**config.mk**
```make
export PLATFORM = sky130hd
export DESIGN_NAME = paddle_motion_ctrl_flat
export DESIGN_NICKNAME = d
export VERILOG_FILES = /design/src/rtl/pong_pkg.sv /design/src/rtl/paddle_motion_ctrl_if.sv /design/src/rtl/paddle_speed_ramp.sv /design/src/rtl/paddle_motion_ctrl.sv /design/src/flat_wrapper.sv
export SDC_FILE = /design/constraint.sdc
export NUM_CORES = 1
export LEC_CHECK = 0
export ABC_AREA = 1
export CAP_MARGIN = 5
export CORE_ASPECT_RATIO = 0.9
export CORE_MARGIN = 2
export CORE_UTILIZATION = 30
export DETAILED_ROUTE_END_ITERATION = 10
export GPL_TIMING_DRIVEN = 0
export PLACE_DENSITY = 0.53
export RECOVER_POWER = 100
export SLEW_MARGIN = 20
export SYNTH_ARGS = -nofsm -noshare
export SYNTH_HDL_FRONTEND = slang
export SYNTH_HIERARCHICAL = 1
export SYNTH_SLANG_ARGS = --single-unit
```
**constraint.sdc**
```tcl
create_clock -name clk -period 6.64 [get_ports clk]
set_input_delay 1.328 -clock clk [delete_from_list [all_inputs] [get_ports clk]]
set_output_delay 1.328 -clock clk [all_outputs]
set_load 0.005 [all_outputs]
```
**src/rtl/pong_pkg.sv**
```systemverilog
// Shared Pong definitions: move-command codes (same encoding the AI block emits),
// the screen-height default and the paddle motion state encoding.
package pong_pkg;

    localparam logic [1:0] CMD_UP   = 2'b10;
    localparam logic [1:0] CMD_DOWN = 2'b01;

    localparam int SCREEN_H_DEF = 480;

    typedef enum logic [1:0] {
        ST_IDLE = 2'd0,
        ST_UP   = 2'd1,
        ST_DOWN = 2'd2
    } paddle_state_e;

endpackage

```
**src/rtl/paddle_motion_ctrl_if.sv**
```systemverilog
// Command/position bundle between a paddle driver (AI or button decoder) and
// paddle_motion_ctrl, plus the motion FSM state for observation.
interface paddle_motion_ctrl_if;
    import pong_pkg::*;

    // frame_tick is a one-cycle strobe with no back-pressure: move_cmd is only
    // meaningful in a cycle where frame_tick is high and is consumed that cycle.
    logic [1:0]    move_cmd;
    logic          frame_tick;
    logic [9:0]    paddle_pos;
    logic [9:0]    paddle_height;
    logic          at_top;
    logic          at_bottom;
    logic          moving;
    paddle_state_e dbg_state;

    modport master (
        output move_cmd, frame_tick,
        input  paddle_pos, paddle_height, at_top, at_bottom, moving, dbg_state
    );

    modport slave (
        input  move_cmd, frame_tick,
        output paddle_pos, paddle_height, at_top, at_bottom, moving, dbg_state
    );

endinterface

```
**src/rtl/paddle_speed_ramp.sv**
```systemverilog
// Per-frame speed ramp: speed climbs by one every ACCEL_FRAMES ticks in the same
// direction, up to MAX_SPEED. restart = new direction, hold = no move command.
module paddle_speed_ramp #(
    parameter int MAX_SPEED    = 6,
    parameter int ACCEL_FRAMES = 4,
    parameter int SPEED_W      = $clog2(MAX_SPEED + 1)
) (
    input  logic               clk,
    input  logic               reset,
    input  logic               tick,
    input  logic               restart,
    input  logic               hold,
    output logic [SPEED_W-1:0] speed
);

    localparam int CNT_W = $clog2(ACCEL_FRAMES + 1);
    localparam logic [CNT_W-1:0]   ACCEL_C = CNT_W'(ACCEL_FRAMES);
    localparam logic [SPEED_W-1:0] MAX_C   = SPEED_W'(MAX_SPEED);
    // A restart tick is itself the first tick of the ramp, so with a one-frame
    // ramp it already completes a step.
    localparam logic [CNT_W-1:0]   CNT_RESTART   = (ACCEL_FRAMES <= 1) ? CNT_W'(0) : CNT_W'(1);
    localparam logic [SPEED_W-1:0] SPEED_RESTART =
        (ACCEL_FRAMES <= 1 && MAX_SPEED >= 2) ? SPEED_W'(2) : SPEED_W'(1);

    logic [CNT_W-1:0] cnt;
    logic [CNT_W-1:0] cnt_inc;

    assign cnt_inc = cnt + 1'b1;

    always_ff @(posedge clk or posedge reset) begin
        if (reset) begin
            cnt   <= '0;
            speed <= '0;
        end else if (tick) begin
            if (hold) begin
                cnt   <= '0;
                speed <= '0;
            end else if (restart) begin
                cnt   <= CNT_RESTART;
                speed <= SPEED_RESTART;
            end else if (cnt_inc >= ACCEL_C) begin
                cnt <= '0;
                if (speed < MAX_C) speed <= speed + 1'b1;
            end else begin
                cnt <= cnt_inc;
            end
        end
    end

endmodule

```
**src/rtl/paddle_motion_ctrl.sv**
```systemverilog
// Paddle position owner: moves once per frame with a speed ramp and wall clamp.
// Optional idle drift back to centre is enabled by defining PADDLE_AUTO_CENTER_EN.
module paddle_motion_ctrl
    import pong_pkg::*;
#(
    parameter int SCREEN_H     = SCREEN_H_DEF,
    parameter int PADDLE_H     = 80,
    parameter int Y_INIT       = 200,
    parameter int MAX_SPEED    = 6,
    parameter int ACCEL_FRAMES = 4,
    parameter int IDLE_TIMEOUT = 30
) (
    input  logic                  clk,
    input  logic                  reset,
    paddle_motion_ctrl_if.slave   bus
);

    localparam int SPEED_W = $clog2(MAX_SPEED + 1);
    localparam logic [9:0]  LIMIT_P  = 10'(SCREEN_H - PADDLE_H);
    localparam logic [10:0] LIMIT_W  = 11'(SCREEN_H - PADDLE_H);
    localparam logic [9:0]  Y_INIT_P = 10'(Y_INIT);

    paddle_state_e      state;
    paddle_state_e      next_state;
    logic [9:0]         pos_q;
    logic [9:0]         next_pos;
    logic               at_top_q, at_bottom_q, moving_q;
    logic               is_up, is_dn, restart, hold;
    logic [SPEED_W-1:0] speed;
    logic [10:0]        pos_w, step_w, sum_w;

    assign is_up   = (bus.move_cmd == CMD_UP);
    assign is_dn   = (bus.move_cmd == CMD_DOWN);
    assign hold    = !is_up && !is_dn;
    assign restart = (is_up && state != ST_UP) || (is_dn && state != ST_DOWN);

    paddle_speed_ramp #(
        .MAX_SPEED    (MAX_SPEED),
        .ACCEL_FRAMES (ACCEL_FRAMES),
        .SPEED_W      (SPEED_W)
    ) u_speed_ramp (
        .clk     (clk),
        .reset   (reset),
        .tick    (bus.frame_tick),
        .restart (restart),
        .hold    (hold),
        .speed   (speed)
    );

`ifdef PADDLE_AUTO_CENTER_EN
    localparam int IDLE_W = $clog2(IDLE_TIMEOUT + 1);
    localparam logic [IDLE_W-1:0] IDLE_MAX = IDLE_W'(IDLE_TIMEOUT);
    localparam logic [9:0]        CENTER_P = 10'((SCREEN_H - PADDLE_H) / 2);

    logic [IDLE_W-1:0] idle_cnt;

    always_ff @(posedge clk or posedge reset) begin
        if (reset) begin
            idle_cnt <= '0;
        end else if (bus.frame_tick) begin
            if (!hold)                    idle_cnt <= '0;
            else if (idle_cnt != IDLE_MAX) idle_cnt <= idle_cnt + 1'b1;
        end
    end
`endif

    // A direction change applies 1 px this tick; the ramp register then holds
    // the speed for the following tick.
    always_comb begin
        pos_w      = {1'b0, pos_q};
        step_w     = restart ? 11'd1 : 11'(speed);
        sum_w      = pos_w + step_w;
        next_state = ST_IDLE;
        next_pos   = pos_q;
        if (is_up) begin
            next_state = ST_UP;
            next_pos   = (pos_w < step_w) ? 10'd0 : pos_q - step_w[9:0];
        end else if (is_dn) begin
            next_state = ST_DOWN;
            next_pos   = (sum_w > LIMIT_W) ? LIMIT_P : sum_w[9:0];
        end else begin
`ifdef PADDLE_AUTO_CENTER_EN
            if (idle_cnt == IDLE_MAX) begin
                if (pos_q < CENTER_P)      next_pos = pos_q + 10'd1;
                else if (pos_q > CENTER_P) next_pos = pos_q - 10'd1;
            end
`endif
        end
    end

    always_ff @(posedge clk or posedge reset) begin
        if (reset) begin
            state       <= ST_IDLE;
            pos_q       <= Y_INIT_P;
            at_top_q    <= 1'b0;
            at_bottom_q <= 1'b0;
            moving_q    <= 1'b0;
        end else if (bus.frame_tick) begin
            state       <= next_state;
            pos_q       <= next_pos;
            at_top_q    <= (next_pos == 10'd0);
            at_bottom_q <= (next_pos == LIMIT_P);
            moving_q    <= (next_state != ST_IDLE);
        end
    end

    assign bus.paddle_pos    = pos_q;
    assign bus.paddle_height = 10'(PADDLE_H);
    assign bus.at_top        = at_top_q;
    assign bus.at_bottom     = at_bottom_q;
    assign bus.moving        = moving_q;
    assign bus.dbg_state     = state;

endmodule

```
**src/flat_wrapper.sv**
```systemverilog
// flat-port wrapper written by rule: the top's interface ports become plain ports
module paddle_motion_ctrl_flat import pong_pkg::*;
#(
    parameter int SCREEN_H     = SCREEN_H_DEF,
    parameter int PADDLE_H     = 80,
    parameter int Y_INIT       = 200,
    parameter int MAX_SPEED    = 6,
    parameter int ACCEL_FRAMES = 4,
    parameter int IDLE_TIMEOUT = 30
)
  (clk, reset, bus_move_cmd, bus_frame_tick, bus_paddle_pos, bus_paddle_height, bus_at_top, bus_at_bottom, bus_moving, bus_dbg_state);
  paddle_motion_ctrl_if bus_i ();
  input  logic clk;
  input  logic reset;
  input wire logic [$bits(bus_i.move_cmd)-1:0] bus_move_cmd;
  input wire logic [$bits(bus_i.frame_tick)-1:0] bus_frame_tick;
  output wire logic [$bits(bus_i.paddle_pos)-1:0] bus_paddle_pos;
  output wire logic [$bits(bus_i.paddle_height)-1:0] bus_paddle_height;
  output wire logic [$bits(bus_i.at_top)-1:0] bus_at_top;
  output wire logic [$bits(bus_i.at_bottom)-1:0] bus_at_bottom;
  output wire logic [$bits(bus_i.moving)-1:0] bus_moving;
  output wire logic [$bits(bus_i.dbg_state)-1:0] bus_dbg_state;
  assign bus_i.move_cmd = bus_move_cmd;
  assign bus_i.frame_tick = bus_frame_tick;
  assign bus_paddle_pos = bus_i.paddle_pos;
  assign bus_paddle_height = bus_i.paddle_height;
  assign bus_at_top = bus_i.at_top;
  assign bus_at_bottom = bus_i.at_bottom;
  assign bus_moving = bus_i.moving;
  assign bus_dbg_state = bus_i.dbg_state;
  paddle_motion_ctrl #(.SCREEN_H(SCREEN_H), .PADDLE_H(PADDLE_H), .Y_INIT(Y_INIT), .MAX_SPEED(MAX_SPEED), .ACCEL_FRAMES(ACCEL_FRAMES), .IDLE_TIMEOUT(IDLE_TIMEOUT)) u_core (.clk(clk), .reset(reset), .bus(bus_i));
endmodule
```
==> results.yml <==
synthesis:
  yosysWarnings: 6
  ys_types: 32
  syn_avg_cell_area_um2: 6.31
  synth_area_um2: 2030
  synth_cells: 322
  seq_area_frac_synth_pct: 26.0
  ys_seq_elements: 21
route:
  dr.pass1.iters: 4
  post_drt_via_cell_ratio: 4.51
  drcViolationCount: 0
  num_vias: 1996
  antenna_left: 0
  routed_wl_mm: 5.10
  wl_per_cell_um: 11.5
  drtIter0Drc: 147
setup_path:
  cpMaxStageDelayCell: "dlygate4sd3_1"
  cp_cell_sequence: "dlygate4sd3_1 > inv_1 > ha_1 > o21ai_0 > nand2_1 > or2_2 > ha_1 > fa_1 > nand2_1 > nand2_1 > nand3_1 > nand2_1 > nand2_1 > nand2_1 > inv_1 > nand2_1 > nand3_1 > nand2_1 > a21boi_0 > nand2_1 > nor2_1 > nand2_1 > nand2_1"
  cp_data_required_time_ns: 6.83
  worst_setup_path_end_kind: "flip-flop"
  worstPathArrival_ns: 5.07
  r2r_start: "u_core/bus.dbg_state[0]"
  cp-start-kind: "input port"
  critical_path_class: "input port to flip-flop"
  r2r_cells: 21
  crit_path_max_incr_delay_ns: 0.55
  reg2reg_slack_ns: 3.30
  crit_fanout: 7
  rr_endpoint: "u_core/bus.at_top"
  critPathMostFrequentCell: "nand2_1"
die:
  die_x_um: 90.8
  initial_utilization_pct: 31.0
  io_pins: 30
  rows: 28
  core_um2: 6550
  die_area_um2: 7450
  die_h_um: 82.1
grt:
  grt_max_degree: 16
  grt_pass1_wl_mm: 8.50
  grtUsageTotal_pct: 14.1
  overflow: 0
  antenna_found_initial: 0
  grt_pass1_vias: 1801
placement:
  hpwl_mm: 3.98
  io_buffers: 19
  place_congestion: 0.853
power:
  leakage_nw: 1.25
  peakVddDrop_mv: 0.136
  p_clk_share_pct: 12.6
  power.internal_w: 0.000342
  power_frac_seq_pct: 30.6
  power_frac_comb_pct: 56.8
  total_power_w: 0.000647
  power.switching_w: 0.000305
  swShare_pct: 47.1
  cellPowerDensity_nw_per_um2: 272
cts:
  clk_latency_ns: 0.25
  cts_resized: 0
  post_cts_buffers: 0
  h-tree-depth: 1
  clock-sinks: 21
  cts.clk_slew.worst_paths_ns: 0.07
  cts_inserted_buffers: 3
  cts_buffer_depth: 2
  cts_tree: "done"
  cts-hold-fix-buffers: 0
  cts-root-buf: "clkbuf_8"
run_status:
  outcome: "completed"
sta:
  period_share_pct: 73.4
  maxSlewViolCount: 0
  max_freq_mhz: 205
  finalHoldViolations: 0
  setup_tns_ns: 0
  slew-limit-headroom_pct: 50.2
  hold_ws_ns: 0.484
  worst_slew_pin_slew_ns: 0.743
  rsz0062_at_grt: "no"
  setup_viol: 0
  min_period_ns: 4.87
  finClkSkew_ns: 0.00169
cells_and_area:
  layout-drive-gt1-share_pct: 8.50
  final_common_cell: "nand2_1"
  antenna_cells: 0
  nets: 371
  syn_to_final_growth_pct: 17.0
  final_cell_mix: "nand2_1, inv_1, nand3_1"
run:
  drv_cap: 0
worst_hold_path:
  whs_endpoint: "u_core/bus.at_bottom"
  hold_start: "u_core/bus.at_bottom"
  holdPathStages: 2
  hp-class: "flip-flop to flip-flop"
## sequential cells by signal, summed over array words and instances, names as in the netlist
| register | count |
|---|---|
| u_core/bus.paddle_pos | 10 |
| u_core/bus.moving | 1 |
| u_core/bus.dbg_state | 2 |
| u_core/u_speed_ramp/speed | 3 |
| u_core/bus.at_bottom | 1 |
| u_core/u_speed_ramp/cnt | 3 |
| u_core/bus.at_top | 1 |
## layout make-up
class / count / area, µm²
Sequential cell: 21 / 529
Timing Repair Buffer: 19 / 190
Tap cell: 90 / 113
Fill cell: 734 / 4170
Clock buffer: 4 / 45.0
Inverter: 42 / 158
Multi-Input combinational cell: 251 / 1240
Buffer: 16 / 108
## power groups by stage
stage	clock network, W	registers (W)	logic, W
after floorplan	0	0.000192	0.000266
after global placement	0	0.000202	0.000379
after detailed placement	0	0.000202	0.000380
after CTS	0.0000858	0.000200	0.000383
after global routing	0.0000901	0.000205	0.000421
final	0.0000816	0.000198	0.000367
## per-stage QoR
| stage | util [%] | area (µm²) | setup slack [ns] | std cells |
|---|---|---|---|---|
| floorplan | - | 2060 | 2.78 | 330 |
| global placement | 36.1 | 2370 | 1.74 | 439 |
| detailed placement | 36.1 | 2370 | 1.73 | 439 |
| CTS | 36.8 | 2410 | 1.98 | 443 |
| global route | 36.3 | 2380 | 1.39 | 443 |
| finish | 36.3 | 2380 | 1.77 | 443 |
## worst max-delay path: cells and delay by family
kind / cells / cell delay (ns)
buffers and inverters: 3 / 0.66
adder cells (fa/ha/maj): 3 / 0.98
AO/OA/AOI/OAI: 2 / 0.41
AND/OR/NAND/NOR: 15 / 1.68
## logic make-up after synthesis
family	Yosys count	share of synthesized area (%)
flip-flops	21	26.0
AO/OA/AOI/OAI	35	10.2
buffers and inverters	58	13.0
AND/OR/NAND/NOR	191	40.9
adder cells (fa/ha/maj)	12	8.12
other	2	0.369
XOR/XNOR	3	1.29
## worst max-delay path by stage
stage | startpoint | end | cells after the start
6_report | bus_move_cmd[1] | u_core/bus.at_top | 23
5_1_grt | bus_move_cmd[1] | u_core/bus.at_bottom | 23
4_1_cts | bus_move_cmd[1] | u_core/bus.at_top | 23
3_5_place_dp | bus_move_cmd[1] | u_core/bus.at_top | 23
3_3_place_gp | bus_move_cmd[0] | u_core/bus.at_bottom | 23
2_1_floorplan | bus_move_cmd[0] | u_core/bus.at_bottom | 22
## layer usage
layer,routed length (µm),vias up,track usage [%]
met2,2230,28,23.1
met3,109,2,0.907
met1,2730,909,20.3
met5,0,-,0
li1,-,1057,-
met4,27,0,3.64
## synth_stat cells, drive strengths merged
library cell | n | area [µm²]
xor2 | 3 | 26.3
nand2 | 111 | 429
nor2 | 35 | 154
o21ai | 17 | 85.1
nor4 | 1 | 6.26
dfrtp | 18 | 450
o21bai | 2 | 15.0
a31oi | 2 | 27.5
nand3 | 37 | 200
inv | 42 | 158
a21boi | 3 | 22.5
o21a | 1 | 7.51
nor3 | 1 | 5.00
nand4 | 5 | 31.3
conb | 2 | 7.51
or2 | 1 | 6.26
fa | 2 | 40.0
dfstp | 3 | 78.8
a21oi | 10 | 50.1
ha | 10 | 125
buf | 12 | 91.3
clkbuf | 4 | 16.3
No activity file was read; power rests on OpenSTA's default activity.
